$ cat config.mk
export PLATFORM = sky130hd
export DESIGN_NAME = gray_counter
export DESIGN_NICKNAME = d
export VERILOG_FILES = /design/src/rtl/gray_counter.sv
export SDC_FILE = /design/constraint.sdc
export NUM_CORES = 1
export LEC_CHECK = 0
export ABC_AREA = 1
export CAP_MARGIN = 20
export CELL_PAD_IN_SITES_DETAIL_PLACEMENT = 1
export CELL_PAD_IN_SITES_GLOBAL_PLACEMENT = 1
export CORE_MARGIN = 3
export CORE_UTILIZATION = 36
export DETAILED_ROUTE_END_ITERATION = 12
export PLACE_DENSITY_LB_ADDON = 0.1
export SLEW_MARGIN = 20
export SYNTH_ARGS = -nofsm -noshare
export SYNTH_HDL_FRONTEND = slang
export SYNTH_SLANG_ARGS = --single-unit
$ cat constraint.sdc
create_clock -name clk -period 5.9 [get_ports clk]
set_clock_uncertainty 0.1 [all_clocks]
set_input_delay 1.18 -clock clk [delete_from_list [all_inputs] [get_ports clk]]
set_output_delay 1.18 -clock clk [all_outputs]
set_load 0.05 [all_outputs]
$ cat src/rtl/gray_counter.sv
// Free-running Gray-code counter with a lockstep binary count, a terminal-code
// decode and a sticky flag that latches any multi-bit Gray transition.
module gray_counter #(
    parameter int WIDTH = 4
) (
    input  logic             clk,
    input  logic             rst,
    output logic [WIDTH-1:0] gray,
    output logic [WIDTH-1:0] bin,
    output logic             wrap,
    output logic             err
);

    localparam logic [WIDTH-1:0] ONE      = {{(WIDTH-1){1'b0}}, 1'b1};
    localparam logic [WIDTH-1:0] TERMINAL = {1'b1, {(WIDTH-1){1'b0}}};

    // Binary to reflected Gray conversion.
    function automatic logic [WIDTH-1:0] bin2gray(input logic [WIDTH-1:0] b);
        return b ^ (b >> 1);
    endfunction

    // Number of set bits; 6 bits covers WIDTH up to 32.
    function automatic logic [5:0] popcount(input logic [WIDTH-1:0] v);
        logic [5:0] cnt;
        cnt = 6'd0;
        for (int i = 0; i < WIDTH; i++) begin
            cnt = cnt + {5'd0, v[i]};
        end
        return cnt;
    endfunction

    logic [WIDTH-1:0] bin_q,   bin_d;
    logic [WIDTH-1:0] gray_q,  gray_d;
    logic [WIDTH-1:0] prev_q,  prev_d;
    logic             armed_q, armed_d;
    logic             err_q,   err_d;
    logic             step_bad_s;

    // Next-state: advance binary, derive Gray from the new binary value, and
    // judge the transition that produced the current Gray code.
    always_comb begin
        bin_d      = bin_q + ONE;
        gray_d     = bin2gray(bin_d);
        prev_d     = gray_q;
        armed_d    = 1'b1;
        step_bad_s = 1'b0;
        if (armed_q) begin
            step_bad_s = (popcount(gray_q ^ prev_q) != 6'd1);
        end else begin
            step_bad_s = 1'b0;
        end
        err_d = err_q | step_bad_s;
    end

    // State registers; synchronous reset takes priority over counting.
    always_ff @(posedge clk) begin
        if (rst) begin
            bin_q   <= '0;
            gray_q  <= '0;
            prev_q  <= '0;
            armed_q <= 1'b0;
            err_q   <= 1'b0;
        end else begin
            bin_q   <= bin_d;
            gray_q  <= gray_d;
            prev_q  <= prev_d;
            armed_q <= armed_d;
            err_q   <= err_d;
        end
    end

    assign gray = gray_q;
    assign bin  = bin_q;
    assign err  = err_q;
    // wrap is a direct decode of the Gray register, no extra cycle.
    assign wrap = (gray_q == TERMINAL);

endmodule

# After elaboration in Yosys (flattened, before gate mapping)
# Index checks and enable logic that the tools add are counted.
# Widths: inputs -> output; s select.
[word_totals]
register_bits = 14
out_inout_bits = 10
word_cells = 16
[classes]
add_sub_neg = 4
eq_ne = 2
n_mux = 2
n_bitwise = 3
[op_table]
columns = ["op", "n"]
rows = [
  ["$add 3x1->4", 1],
  ["$add 4x1->4 const B", 1],
  ["$eq 4x4->1 const B", 1],
  ["$ne 4x1->1 const B", 1],
  ["$xor 4x3->4", 1],
  ["$xor 4x4->4", 1],
  ["$add 2x1->3", 1],
  ["$add 1x1->2", 1],
  ["$mux 1", 2],
  ["$or 1x1->1", 1],
]

# Logic depth before layout (Yosys ltp)
[depth]
depth_word = 7
depth_mapped = 9
depth_no_buf = 9

# Worst setup path before layout
# Ideal clock, no wire load.
[synth_path]
kind = "register -> output"
start = "reg bin[3] (netlist name)"
end = "out wrap"
t_arrival_ns = 2.339
t_required_ns = 4.620
setup_slack_ns = 2.281
stages_incl_launch_ff = 3
cell_sequence = "dfxtp_1 -> inv_1 -> nor4_1"
[synth_lines]
columns = ["element", "line", "rtl"]
rows = [
  ["end: declaration", "10", "output logic wrap,"],
]

==> metrics <==
GR Util All Layers=13.67%; startpoint types=flop; post-CTS setup buffers=0; Clock Latency Late Sink=0.27 ns; Avg WL per Cell=11.66 µm; final setup fails=0; total negative slack=0 ns; crit path max-delay cell type=clkdlybuf4s50_1; ys flop type=dfxtp_1; post-route clock period utilization=52.82%; Die Ht=between 40 and 50 µm; drt initial violations=2; Netlist cell types=18; die area=2003 µm²; Slew HR=66.19%; Req. time, crit path=around 4.6 ns; diode count=0; first-pass GRT wire length=1897 µm; clock buffer depth=2; actual slew at the worst max-slew pin=0.5055 ns; EDFF count, synth=0; gr ovfl total=0; Hold Crit Class=flop to flop; most common cell after layout, fill and taps aside=dfxtp_1; Syn Nets=70; CP peak stage delay=between 0.8 and 0.9 ns; antenna violations before repair=0; Worst-path clk slew=0.08 ns; Power Density=311.7 nW/µm²; clock sinks=13; fin cells=92; GP Congestion=a little under 0.7; min cycle time layout=3.116 ns; Post-Syn Instances=64; area of the mapped netlist=540.5 µm²; RSZ-0062 raised after global routing=no; die width=44.75 µm; Slew Viols, Final=0; Peak VDD IR=0.1264 mV; Flop pwr share=47.6%; Clock Root Buffer=clkbuf_4; most frequent cells in the layout=13 x dfxtp_1, 12 x inv_1, 11 x clkdlybuf4s50_1; CTS tree=built; via/cell ratio=4.663; share of post-route cells with drive strength above 1=7.792%; syn_area_per_cell=8.446 µm²; max cap viols=0; combinational share of power=27.4%; largest net degree at the start of global routing=12; Int Pwr=0.1419 mW; sw power=0.07099 mW; FFs w/ async S/R, synth=0%; hpwl dp=about 850 µm; status=complete, no violations; maximum clock rate=roughly 320 MHz; Synth warnings=0; FF+latch count, synth=13; Post-route DRC=0; Setup crit end kind=primary output; # IOs=12; Nets=84; Rows=13; CTS resizes=0; sequential cell area fraction in the yosys report=48.15%; Clk pwr share=roughly 25%; hold_buf cts=0; Critical Path AT=1.84 ns; CP cell instances=inv_1 > nor4_1 > clkdlybuf4s50_1; synthesis-to-layout area growth=26.39%; Starting Density=approximately 40%; final wirelength=about 1100 µm; switch share=33.34%; Placed Instances=88; worst-path maximum fanout=5; vias in the first global route=around 440; Fin. Hold Viols=0; DRT antenna net count=0; Leak=0.3004 nW; Via Count=429; Crit Path Category=flop to primary output; TritonCTS buffer count=3; First-pass DRT Iterations=2; core area=1350 µm²; htree depth=1; # port buffers=11
## metal layers
metal  part of all wire (%)  vias up  track usage [%]
li1                       -      218                -
met5                      0        -                0
met2                     48       10            21.49
met3                    4.8        2            3.984
met4                    1.2        0            9.036
met1                     46      199            16.01
## flip-flops by register name, summed over array words and instances, names as in the netlist
signal,cells
armed_q,1
bin,4
err,1
gray,3
prev_q,4
## cells in the mapped netlist (2+ instances only)
library cell  instances  area (µm²)
nor2_1                9       33.78
dfxtp_1              13       260.3
xnor2_1               3       26.28
ha_1                  3       37.54
o21ai_0               2       10.01
inv_1                12       45.04
nand2_1               8       30.03
nand3_1               2       10.01
a21oi_1               3       15.01
## critical path, delay by kind of cell, from the launching register on
kind,cells,cell delay [ns]
buf+inv,2,0.94
flops,1,0.40
simple gates,1,0.23
## final timing paths
check                                   startpoint              to  slack (ns)  cells after the start
worst max-delay path             bin[3]$_SDFF_PP0_            wrap        2.78                      3
worst min register to register      err$_SDFF_PP0_  err$_SDFF_PP0_        0.35                      2
worst max register to register  gray[0]$_SDFF_PP0_  err$_SDFF_PP0_        3.80                      9
worst min-delay path                err$_SDFF_PP0_  err$_SDFF_PP0_        0.35                      2
## through the flow
stage                     util (%)  hold slack [ns]  power, mW  setup slack, ns  area, µm²
after floorplan                  -           0.3353     0.1449            2.281      540.5
after global placement       48.66           0.3375     0.1611            3.071      656.9
after detailed placement     48.66           0.3438     0.1632            3.070      656.9
after CTS                    50.60           0.3559     0.2179            2.769      683.2
after global routing         50.60           0.3857     0.2307            2.608      683.2
final                        50.60           0.3520     0.2129            2.784      683.2
## power groups by stage
stage               registers (mW)  logic [mW]  clock network [mW]
floorplan                    0.122      0.0233                   0
global placement             0.103      0.0579                   0
detailed placement           0.104      0.0595                   0
CTS                          0.102      0.0599              0.0564
global route                 0.103      0.0651              0.0629
finish                       0.101      0.0584              0.0532
## cells by family (layout without fill, tap and decap cells)
logic type,after synthesis,count (layout),synth area share [%]
AO/OA/AOI/OAI,6,6,6.250
XOR/XNOR,4,4,6.483
adder cells (fa/ha/maj),4,4,10.65
buffers and inverters,15,28,11.34
flip-flops,13,13,48.15
AND/OR/NAND/NOR,22,22,17.13
## cell type report
cell class	instances	area, µm²
Inverter	13	48.80
Tap cell	15	18.77
Fill cell	180	666.9
Sequential cell	13	260.3
Multi-Input combinational cell	36	219.0
Clock buffer	4	26.28
Timing Repair Buffer	11	110.1
Power figures use the tool's default switching activity.
==> RTL change: new RTL, same settings <==
Register the output `bin` once more, with the module's reset; this adds one clock of latency there. The other outputs are not delayed to match.
--- a/src/rtl/gray_counter.sv
+++ b/src/rtl/gray_counter.sv
@@ -70,7 +70,13 @@
     end
 
     assign gray = gray_q;
-    assign bin  = bin_q;
+    always_ff @(posedge clk) begin
+        if (rst) begin
+            bin <= '0;
+        end else begin
+            bin <= bin_q;
+        end
+    end
     assign err  = err_q;
     // wrap is a direct decode of the Gray register, no extra cycle.
     assign wrap = (gray_q == TERMINAL);
Check against the original RTL: not equivalent (Yosys sat finds a counterexample within 4 cycles, from zero or initial values and one cycle with rst high).
==> RTL change against the original RTL <==
Register-to-register slack about the same. Via count increased by 8.6%. Critical path depth unchanged. Highest routed layer unchanged. Power increased by 17%. First-iteration DRC count increased by 50%. Non-clock buffer count unchanged. Area after synthesis increased by 16%. Largest cell class unchanged. Synthesized cell count increased by 14%. Routed wire length increased by 1.9%. Worst setup slack got worse by 0.0026 ns. Sequential cell count increased by 3. Die area increased by 14%. Critical path type unchanged. Sequential power increased by 22%. Cell area increased by 14%.
==> RTL change: results (changes against the original RTL) <==
| Metric | Value |
|---|---|
| Pin count of the biggest net entering global routing | 15 (+3) |
| Status | finished, final reports clean |
| Fraction of synthesis flops using an asynchronous set or reset pin | 0% (unchanged) |
| DR WL/cell | 10.8 µm (-7.2%) |
| DRT Pass-1 Iters | 2 (unchanged) |
| Initial antenna violation count | 0 (unchanged) |
| DPL Wire Length | 862 µm (+1.7%) |
| Pleak | 0.342 nW (+14%) |
| Fin Hold WS | 0.357 ns (+0.00496 ns) |
| Vias in the first global route | 428 (-3.6%) |
| Layout cells sized above 1 | 10.6% (+2.8 points) |
| Crit path DAT | 1.84 ns (about the same) |
| Nets | 92 (+9.5%) |
| Top Registers | bin_q (4), prev_q (4) |
| Termination of the worst setup path | wrap |
| GR Util All Layers | 11.3% (-2.4 points) |
| Syn_nets | 79 (+13%) |
| PostCTS Resize Cnt | 0 (unchanged) |
| GP Congestion | 0.700 (+3.5%) |
| Reg2reg start | gray[0]$_SDFF_PP0_ |
| Slew margin rel. | 64.2% (-2.0 points) |
| Critical Path Source | bin_q[3]$_SDFF_PP0_ |
| Worst-Skew Late Latency | 0.28 ns |
| Peak supply drop | 0.000162 V (+28%) |
| CTS buffer count | 3 (unchanged) |
| Sw Ratio | 30.1% (-3.3 points) |
| Fill cell count | 194 (+7.8%) |
| Synth cell types | 19 (+1) |
| Syn_area_per_cell | 8.62 µm² (+2.1%) |
| Flop-to-flop setup slack | 3.79 ns (about the same) |
| Post-synthesis sequential area ratio | 50.9% (+2.7 points) |
| Root Driver | clkbuf_4 |
| Critical path fanouts, max | 4 (-1) |
| Port bufs | 11 (unchanged) |
| Area contributors post-synth | dfxtp_1, inv_1, nor2_1, ha_1, nand2_1 |
| First-pass GRT wire length | 1790 µm (-5.4%) |
| Finished Layout Cells | 101 (+9.8%) |
| Yosys warning count | 0 (unchanged) |
| Starting DRT DRC Count | 3 (+1) |
| Vias | 466 (+8.6%) |
| DP Cell Count | 97 (+10%) |
| Most common library cells after synthesis | dfxtp_1, inv_1, nor2_1 |
| H-tree levels | 1 (unchanged) |
| CTS clock-pin slew for the worst setup and hold paths | about 0.090 ns |
-- RTL change: area by class of cell --
cell class | instances | area share [%]
sequential | 16 | 41.3
multi-input combinational | 39 | 30.0
inverter | 15 | 7.26
tap | 16 | 2.58
timing repair buffer | 11 | 14.2
clock buffer | 4 | 4.68
-- RTL change: worst min path at each step --
stage | from | endpoint | cells after the start
after floorplan | armed_q$_DFF_P_ | err$_SDFF_PP0_ | 2
after global placement | err$_SDFF_PP0_ | err$_SDFF_PP0_ | 2
after detailed placement | err$_SDFF_PP0_ | err$_SDFF_PP0_ | 2
after CTS | err$_SDFF_PP0_ | err$_SDFF_PP0_ | 2
after global routing | err$_SDFF_PP0_ | err$_SDFF_PP0_ | 2
final | err$_SDFF_PP0_ | err$_SDFF_PP0_ | 2
-- RTL change: metal layers --
| layer | routed length [µm] | global-route usage, % | share of wire [%] |
|---|---|---|---|
| met5 | 0 | 0 | 0 |
| met4 | 20 | 4.84 | 1.8 |
| met3 | 50 | 2.63 | 4.6 |
| met2 | 499 | 18.7 | 46 |
| met1 | 523 | 13.8 | 48 |
-- RTL change: worst max-delay path: stages (launching register included) --
cell             delay, ns
dfxtp_1               0.40
inv_1                 0.10
nor4_1                0.23
clkdlybuf4s50_1       0.84
-- RTL change: power groups by stage --
stage	sequential, W	clock, W	combinational (W)
3_3_place_gp	0.000125	0	0.0000566
4_1_cts	0.000123	0.0000736	0.0000572
2_1_floorplan	0.000141	0	0.0000245
6_report	0.000123	0.0000698	0.0000562
5_1_grt	0.000124	0.0000779	0.0000631
3_5_place_dp	0.000126	0	0.0000570
-- RTL change: cells by family after synthesis --
family | count (synthesis) | share of synthesized area, %
AO/OA/AOI/OAI | 6 | 5.37
XOR/XNOR | 4 | 5.57
adder cells (fa/ha/maj) | 4 | 9.15
buffers and inverters | 18 | 12.1
flip-flops | 16 | 50.9
AND/OR/NAND/NOR | 25 | 16.9
-- RTL change: through the flow --
stage          cell area, µm²  power [W]  worst slack, ns  util [%]
5_1_grt                   776   0.000265             2.65      49.2
4_1_cts                   776   0.000254             2.76      49.2
3_3_place_gp              739   0.000182             3.10      46.9
3_5_place_dp              739   0.000183             3.08      46.9
6_report                  776   0.000249             2.78      49.2
2_1_floorplan             629   0.000166             2.52         -
